### config.mk
export PLATFORM = sky130hd
export DESIGN_NAME = fir_tap_engine_flat
export DESIGN_NICKNAME = d
export VERILOG_FILES = /design/src/rtl/fir_tap_engine_if.sv /design/src/rtl/fir_tap_engine.sv /design/src/flat_wrapper.sv
export SDC_FILE = /design/constraint.sdc
export NUM_CORES = 1
export LEC_CHECK = 0
export ABC_AREA = 0
export BUFFER_PORTS_ARGS = -buffer_cell sky130_fd_sc_hd__buf_2
export CORE_ASPECT_RATIO = 2
export CORE_MARGIN = 2
export CORE_UTILIZATION = 59
export DETAILED_ROUTE_END_ITERATION = 10
export PLACE_DENSITY = 0.87
export SYNTH_ARGS = -nofsm -noshare
export SYNTH_HDL_FRONTEND = slang
export SYNTH_SLANG_ARGS = --single-unit
### constraint.sdc
create_clock -name clk -period 3 [get_ports clk]
set_input_delay 0.75 -clock clk [delete_from_list [all_inputs] [get_ports clk]]
set_output_delay 0.75 -clock clk [all_outputs]
set_load 0.05 [all_outputs]
### src/rtl/fir_tap_engine_if.sv
// rtl/fir_tap_engine_if.sv - sample/coefficient/result bundle for fir_tap_engine
interface fir_tap_engine_if #(
    parameter int CA_W = 10
);
    logic                   sequencing;
    logic signed [15:0]     smpl_in;
    logic [CA_W-1:0]        coeff_addr;
    logic signed [15:0]     coeff;
    logic signed [15:0]     smpl_out;
    logic                   valid;
    logic                   overrun;

    // engine side
    modport slave (
        input  sequencing, smpl_in, coeff,
        output coeff_addr, smpl_out, valid, overrun
    );

    // queue / ROM / consumer side
    modport master (
        output sequencing, smpl_in, coeff,
        input  coeff_addr, smpl_out, valid, overrun
    );
endinterface

### src/rtl/fir_tap_engine.sv
// rtl/fir_tap_engine.sv - frame-based MAC with round-half-up and output saturation
module fir_tap_engine #(
    parameter int N_TAPS = 1021,
    parameter int CA_W   = 10,
    parameter int ACC_W  = 42,
    parameter int SHIFT  = 15
) (
    input  logic             clk,
    input  logic             rst_n,
    fir_tap_engine_if.slave  bus
);
    typedef enum logic [1:0] {IDLE, RUN, DRAIN, DONE} state_t;

    localparam logic [CA_W-1:0]         LAST   = CA_W'(N_TAPS - 1);
    localparam logic signed [ACC_W-1:0] HALF   = ACC_W'(1) <<< (SHIFT - 1);
    localparam logic signed [ACC_W-1:0] SAT_HI = ACC_W'(32767);
    localparam logic signed [ACC_W-1:0] SAT_LO = ACC_W'(-32768);

    state_t                   state_q, state_d;
    logic                     seq_q;
    logic                     rise;
    logic                     start;
    logic [CA_W-1:0]          addr_q;
    logic [CA_W-1:0]          tap_q;
    logic signed [31:0]       prod_q;
    logic signed [ACC_W-1:0]  acc_q;
    logic signed [ACC_W-1:0]  rounded;
    logic signed [15:0]       sat_val;
    logic                     acc_en;

    assign rise  = bus.sequencing & ~seq_q;
    assign start = rise && (state_q == IDLE);

    // Address 0 must be on the ROM bus in the start cycle itself, before any register can update.
    assign bus.coeff_addr = start ? '0 : addr_q;

    // The first product of a frame is only valid from the second RUN cycle onward.
    assign acc_en = ((state_q == RUN) && (tap_q != '0)) || (state_q == DRAIN);

    // Registered copy of sequencing for rising-edge detection.
    always_ff @(posedge clk or negedge rst_n) begin
        if (!rst_n) seq_q <= 1'b0;
        else        seq_q <= bus.sequencing;
    end

    // State register.
    always_ff @(posedge clk or negedge rst_n) begin
        if (!rst_n) state_q <= IDLE;
        else        state_q <= state_d;
    end

    // Next state: the frame is count-driven once started.
    always_comb begin
        state_d = state_q;
        case (state_q)
            IDLE:    if (start) state_d = RUN;
            RUN:     if (tap_q == LAST) state_d = DRAIN;
            DRAIN:   state_d = DONE;
            DONE:    state_d = IDLE;
            default: state_d = IDLE;
        endcase
    end

    // Tap counter and ROM address; address saturates at the last tap and holds while idle.
    always_ff @(posedge clk or negedge rst_n) begin
        if (!rst_n) begin
            tap_q  <= '0;
            addr_q <= '0;
        end else if (start) begin
            tap_q  <= '0;
            addr_q <= CA_W'(1);
        end else if (state_q == RUN) begin
            tap_q <= tap_q + 1'b1;
            if (addr_q != LAST) addr_q <= addr_q + 1'b1;
        end
    end

    // Multiply stage: sample k meets coeff[k] one cycle after its address was issued.
    always_ff @(posedge clk or negedge rst_n) begin
        if (!rst_n)                prod_q <= '0;
        else if (state_q == RUN)   prod_q <= 32'(bus.smpl_in) * 32'(bus.coeff);
    end

    // Accumulate stage, cleared at frame start.
    always_ff @(posedge clk or negedge rst_n) begin
        if (!rst_n)      acc_q <= '0;
        else if (start)  acc_q <= '0;
        else if (acc_en) acc_q <= acc_q + ACC_W'(prod_q);
    end

    // Round half up to Q1.15 and clamp to the 16-bit range.
    always_comb begin
        rounded = (acc_q + HALF) >>> SHIFT;
        sat_val = rounded[15:0];
        if (rounded > SAT_HI)      sat_val = 16'sh7FFF;
        else if (rounded < SAT_LO) sat_val = 16'sh8000;
    end

    // Result register, valid strobe and overrun strobe.
    always_ff @(posedge clk or negedge rst_n) begin
        if (!rst_n) begin
            bus.smpl_out <= '0;
            bus.valid    <= 1'b0;
            bus.overrun  <= 1'b0;
        end else begin
            bus.valid   <= (state_q == DONE);
            bus.overrun <= rise && (state_q != IDLE);
            if (state_q == DONE) bus.smpl_out <= sat_val;
        end
    end
endmodule

### src/flat_wrapper.sv
// flat-port wrapper written by rule: the top's interface ports become plain ports
module fir_tap_engine_flat 
#(
    parameter int N_TAPS = 1021,
    parameter int CA_W   = 10,
    parameter int ACC_W  = 42,
    parameter int SHIFT  = 15
)
  (clk, rst_n, bus_sequencing, bus_smpl_in, bus_coeff, bus_coeff_addr, bus_smpl_out, bus_valid, bus_overrun);
  fir_tap_engine_if #(.CA_W(CA_W)) bus_i ();
  input  logic clk;
  input  logic rst_n;
  input wire logic [$bits(bus_i.sequencing)-1:0] bus_sequencing;
  input wire logic [$bits(bus_i.smpl_in)-1:0] bus_smpl_in;
  input wire logic [$bits(bus_i.coeff)-1:0] bus_coeff;
  output wire logic [$bits(bus_i.coeff_addr)-1:0] bus_coeff_addr;
  output wire logic [$bits(bus_i.smpl_out)-1:0] bus_smpl_out;
  output wire logic [$bits(bus_i.valid)-1:0] bus_valid;
  output wire logic [$bits(bus_i.overrun)-1:0] bus_overrun;
  assign bus_i.sequencing = bus_sequencing;
  assign bus_i.smpl_in = bus_smpl_in;
  assign bus_i.coeff = bus_coeff;
  assign bus_coeff_addr = bus_i.coeff_addr;
  assign bus_smpl_out = bus_i.smpl_out;
  assign bus_valid = bus_i.valid;
  assign bus_overrun = bus_i.overrun;
  fir_tap_engine #(.N_TAPS(N_TAPS), .CA_W(CA_W), .ACC_W(ACC_W), .SHIFT(SHIFT)) u_core (.clk(clk), .rst_n(rst_n), .bus(bus_i));
endmodule
# Word-level counts from Yosys, hierarchy flattened
# Index checks and enable logic that the tools add are counted.
word_totals:
  regBits: 115
  inputBits: 35
  output_inout_bits: 28
  elab_cells: 50
op_classes:
  addsub: 4
  multipliers: 1
  order_cmp: 2
  n_eq_ne: 7
  n_mux: 13
  bitwise: 2
  reduce_logical: 12
ops:
  columns: ["op", "count"]
  rows:
  - ["2-to-1 mux 42 bit", 2]
  - ["2-to-1 mux 10 bit", 6]
  - ["adder 42 x 16 -> 42 bit (second input constant)", 1]
  - ["adder 42 x 32 -> 42 bit", 1]
  - ["multiplier 16 x 16 -> 32 bit", 1]
  - ["2-to-1 mux 16 bit", 2]
  - ["greater-than comparator 27 x 16 -> 1 bit (second input constant)", 1]
  - ["< comparator 27 x 16 -> 1 bit (second input constant)", 1]
  - ["adder 10 x 1 -> 10 bit (second input constant)", 2]
  - ["== test 10 bit (second input constant)", 1]
  - ["inequality test 10 bit (second input constant)", 1]
  - ["nonzero test 10 bit", 1]
  - ["case mux 2 bit (4 select lines)", 1]
  - ["nonzero test 2 bit", 4]
  - ["== test 2 bit (second input constant)", 2]
  - ["2-to-1 mux 2 bit", 2]
  - ["inequality test 2 x 1 -> 1 bit (second input constant)", 2]
  - ["AND reduction 2 bit", 2]
  - ["logical AND 1 bit", 3]
  - ["== test 2 x 1 -> 1 bit (second input constant)", 1]
  - ["logical NOT 2 bit", 1]
  - ["AND 1 bit", 1]
  - ["logical OR 1 bit", 1]
  - ["inverter 1 bit", 1]

# Logic depth before layout (Yosys ltp)
depth:
  ltp_word: 5
  ltp_mapped: 25
  depth_no_buf: 24

# Worst setup path before layout
# OpenSTA, ideal clock, no wires.
synth_timing:
  kind: "input-to-reg"
  startpoint: "in bus_smpl_in[15]"
  endpoint: "reg u_core.prod_q[30]"
  setup_ns: 0.125
  arrival_time_ns: 6.715
  required_time_ns: 2.875
  path_slack_ns: -3.840
  path_stages: 23
  path_buffers: 1
  path_cell_list: "clkbuf_1 and2_1 fa_1 inv_1 fa_1 inv_1 fa_1 fa_1 fa_1 inv_1 fa_1 inv_1 ha_1 a21o_1 a21o_1 a21o_1 a2111oi_0 o21bai_1 a41oi_1 o2111ai_1 a21oi_1 xnor2_1 mux2_2"
synth_between:
  elab_chain_len: 1
synth_lines:
  columns: ["element", "line_no", "rtl"]
  rows:
  - ["start, declared", "flat_wrapper.sv:14", "input wire logic [$bits(bus_i.smpl_in)-1:0] bus_smpl_in;"]
  - ["multiplier 16 x 16 -> 32 bit", "fir_tap_engine.sv:81", "else if (state_q == RUN) prod_q <= 32'(bus.smpl_in) * 32'(bus.coeff);"]
  - ["end signal, assigned", "fir_tap_engine.sv:81", null]
  - ["end, declared", "fir_tap_engine.sv:25", "logic signed [31:0] prod_q;"]
# No other way between the ends.
# A chain may end at the register's enable or synchronous reset.

# Worst setup path in the final report
layout_timing:
  startpoint: "in bus_coeff[5]"
  endpoint: "reg u_core.prod_q[31]"
layout_between:
  elab_chain_len: 1
layout_lines:
  columns: ["element", "line_no", "rtl"]
  rows:
  - ["start, declared", "flat_wrapper.sv:15", "input wire logic [$bits(bus_i.coeff)-1:0] bus_coeff;"]
  - ["multiplier 16 x 16 -> 32 bit", "fir_tap_engine.sv:81", null]
# No other way between the ends.

==> summary.txt <==
status -> finished, violations left
failing checks -> setup timing
Async SR Flop Fraction -> 100%
Highest Signal Layer -> met5
Final Cell Area -> 22000 sq um
largest net degree at the start of global routing -> 56
CTS Hold Buffers Added -> 0
Area Growth Syn to Fin -> 26.4%
routed wire length per instance -> 22.3 um
M1 WL -> 17.6 mm
gr ovfl total -> 0
DRT Pass-1 Iters -> 8
die area -> 31000 sq um
max frequency -> 0.159 GHz
first-pass GRT wire length -> 84.6 mm
hold crit path type -> input pin to async pin
Slew @ Worst Pin -> 1.28 ns
Final min period -> 6.31 ns
Hold Vio Cnt, Final -> 0
layout cells sized above 1 -> 27.4%
Synth cell types -> 69
setup TNS -> -73.86 ns
critical path type -> input pin to flip-flop
Ports -> 63
CTS HTree Levels -> 4
Slew Limit Fails -> 0
setup violators final -> 52
Final Net Count -> 2617
hold_ws -> 0.311 ns
Worst Reg-to-Reg Cells -> 12
most frequent cells in the layout -> 314 x inv_1, 240 x fa_1, 210 x nand2_1
Syn Nets -> 2388
Post-Syn Area -> 17400 sq um
Worst setup SP type -> input pin
# rows -> 89
Post-synth EDFFs -> 0
Root Buffer -> clkbuf_16
placed cell area -> 19900 sq um
CTS sink cnt -> 115
antenna viol nets, final -> 0
max-cap check violation count -> 0
fin worst setup slack -> -3.31 ns
WL final -> 57.0 mm
CP arrival -> 6.61 ns
Max Root-Sink Buffers -> 2
max-slew headroom at the worst pin -> 13.7%
met3 WL -> 4.29 mm
core area -> 29300 sq um
Die H -> 247 um
1st-iter DRT viols -> 1384
via count -> 16000
CP Max Fanout -> 13
hpwl dp -> 36.2 mm
synthesized instance count -> 1957
filler instances -> 1686
Ys Warns -> 0
PortBufs -> 62
RSZ-0062 raised after global routing -> yes
#FFs+latches synth -> 115
CTS tree -> built
clock-pin slew of the registers on the worst-case setup and hold paths -> 0.06 ns
Critical Path RT -> 3.30 ns
Final period util -> 210%
Clock Skew -> 0.0117 ns
worst-skew pair later-pin latency -> 0.42 ns
initial antenna violation count -> 2
Total GRT Usage -> 34.4%
die width -> 126 um
crit end category -> flip-flop
Post-route DRC -> 0
diode count -> 0
vias in the first global route -> 17200
commonest non-fill, non-tap cell in the layout -> inv_1
Initial Util -> 59.5%
Seq/Total Area, Yosys -> 16.5%
Via density -> 6.25
ys flop type -> dfrtp_1
average size of a mapped cell -> 8.91 sq um
metal2 WL -> 29.3 mm
GPL Wtd Cong -> 0.942
total CTS buffers -> 17
[layout make-up]
type | count | area (sq um) | area share, %
clock inverters | 9 | 129 | 0.585
inverters | 355 | 1330 | 6.05
flip-flops and latches | 115 | 2880 | 13.1
repair buffers | 281 | 2440 | 11.1
clock buffers | 22 | 474 | 2.15
well taps | 364 | 455 | 2.07
multi-input cells | 1416 | 14300 | 65.0
[routing by layer]
metal | track usage, % | vias up
li1 | - | 6662
met1 | 35.2 | 7818
met2 | 63.1 | 1042
met3 | 5.02 | 491
met4 | 24.5 | 2
met5 | 0 | -
[timing repair]
action	CTS	global route
endpoints found under the setup margin	45	65
gates resized for setup	210	97
cloned	0	2
setup buffers	30	20
pin swaps	111	84
[synth_stat cells (all sizes together) (6+ instances only)]
cell type	count	area (sq um)
nor2b	6	37.5
nand4	20	125
a211oi	11	87.6
nand3	32	178
nor3	17	85.1
and4	8	70.1
nor4	8	80.1
o21ai	55	275
xor2	33	289
nand2b	8	50.1
clkbuf	63	236
xnor2	58	508
a31oi	12	75.1
mux2	30	338
o21bai	7	52.6
inv	355	1330
nand2	222	833
nor2	105	397
ha	133	1660
o21a	11	82.6
dfrtp	115	2880
and3	15	95.1
and2	140	876
a21o	42	315
buf	8	45.0
fa	263	5270
a21oi	107	536
or3	7	43.8
[cell families after synthesis]
kind of cell | Yosys count | synth area share, %
multiplexers | 33 | 2.11
AND/OR/NAND/NOR | 608 | 17.4
buffers and inverters | 426 | 9.26
AO/OA/AOI/OAI | 288 | 10.4
flip-flops | 115 | 16.5
adder cells (fa/ha/maj) | 396 | 39.8
XOR/XNOR | 91 | 4.57
[sequential cells by signal, summed over array words and instances (netlist names)]
name,cells
u_core.bus.valid,1
u_core.prod_q,32
u_core.state_q,2
u_core.acc_q,42
u_core.tap_q,10
u_core.addr_q,10
u_core.seq_q,1
u_core.bus.smpl_out,16
u_core.bus.overrun,1
[critical path, stage by stage]
cell and delay (ns):
buf_6 0.13, and2_4 0.17, fa_1 0.50, inv_1 0.06
fa_2 0.55, fa_2 0.44, inv_2 0.07, fa_2 0.46
fa_1 0.59, inv_1 0.07, fa_1 0.42, inv_1 0.24
ha_4 0.26, a21o_1 0.17, a21o_1 0.19, a21oi_2 0.20
o21ai_2 0.08, a31o_2 0.24, and4_4 0.16, o31a_1 0.33
a31oi_2 0.16, xnor2_1 0.10, mux2_4 0.26
[worst paths after layout]
path / startpoint / to / slack (ns)
worst max-delay path: bus_coeff[5] / u_core.prod_q[31] / -3.31
worst min-delay path: rst_n / u_core.prod_q[3] / 0.31
worst max register to register: u_core.prod_q[9] / u_core.acc_q[39] / -0.37
worst min register to register: u_core.bus.smpl_out[5] / u_core.bus.smpl_out[5] / 0.52
max in group asynchronous: rst_n / u_core.acc_q[19] / 1.95
min in group clk: bus_sequencing / u_core.seq_q / 0.45
[through the flow]
stage	std cells	utilization, %	setup slack [ns]
2_1_floorplan	1957	-	-3.18
3_3_place_gp	2489	67.8	-3.42
3_5_place_dp	2489	67.8	-3.55
4_1_cts	2547	73.3	-3.02
5_1_grt	2562	75.2	-3.47
6_report	2562	75.2	-3.31
Power is not shown: default switching activity piles up to over one toggle a cycle in this logic, so the estimate is an artifact.
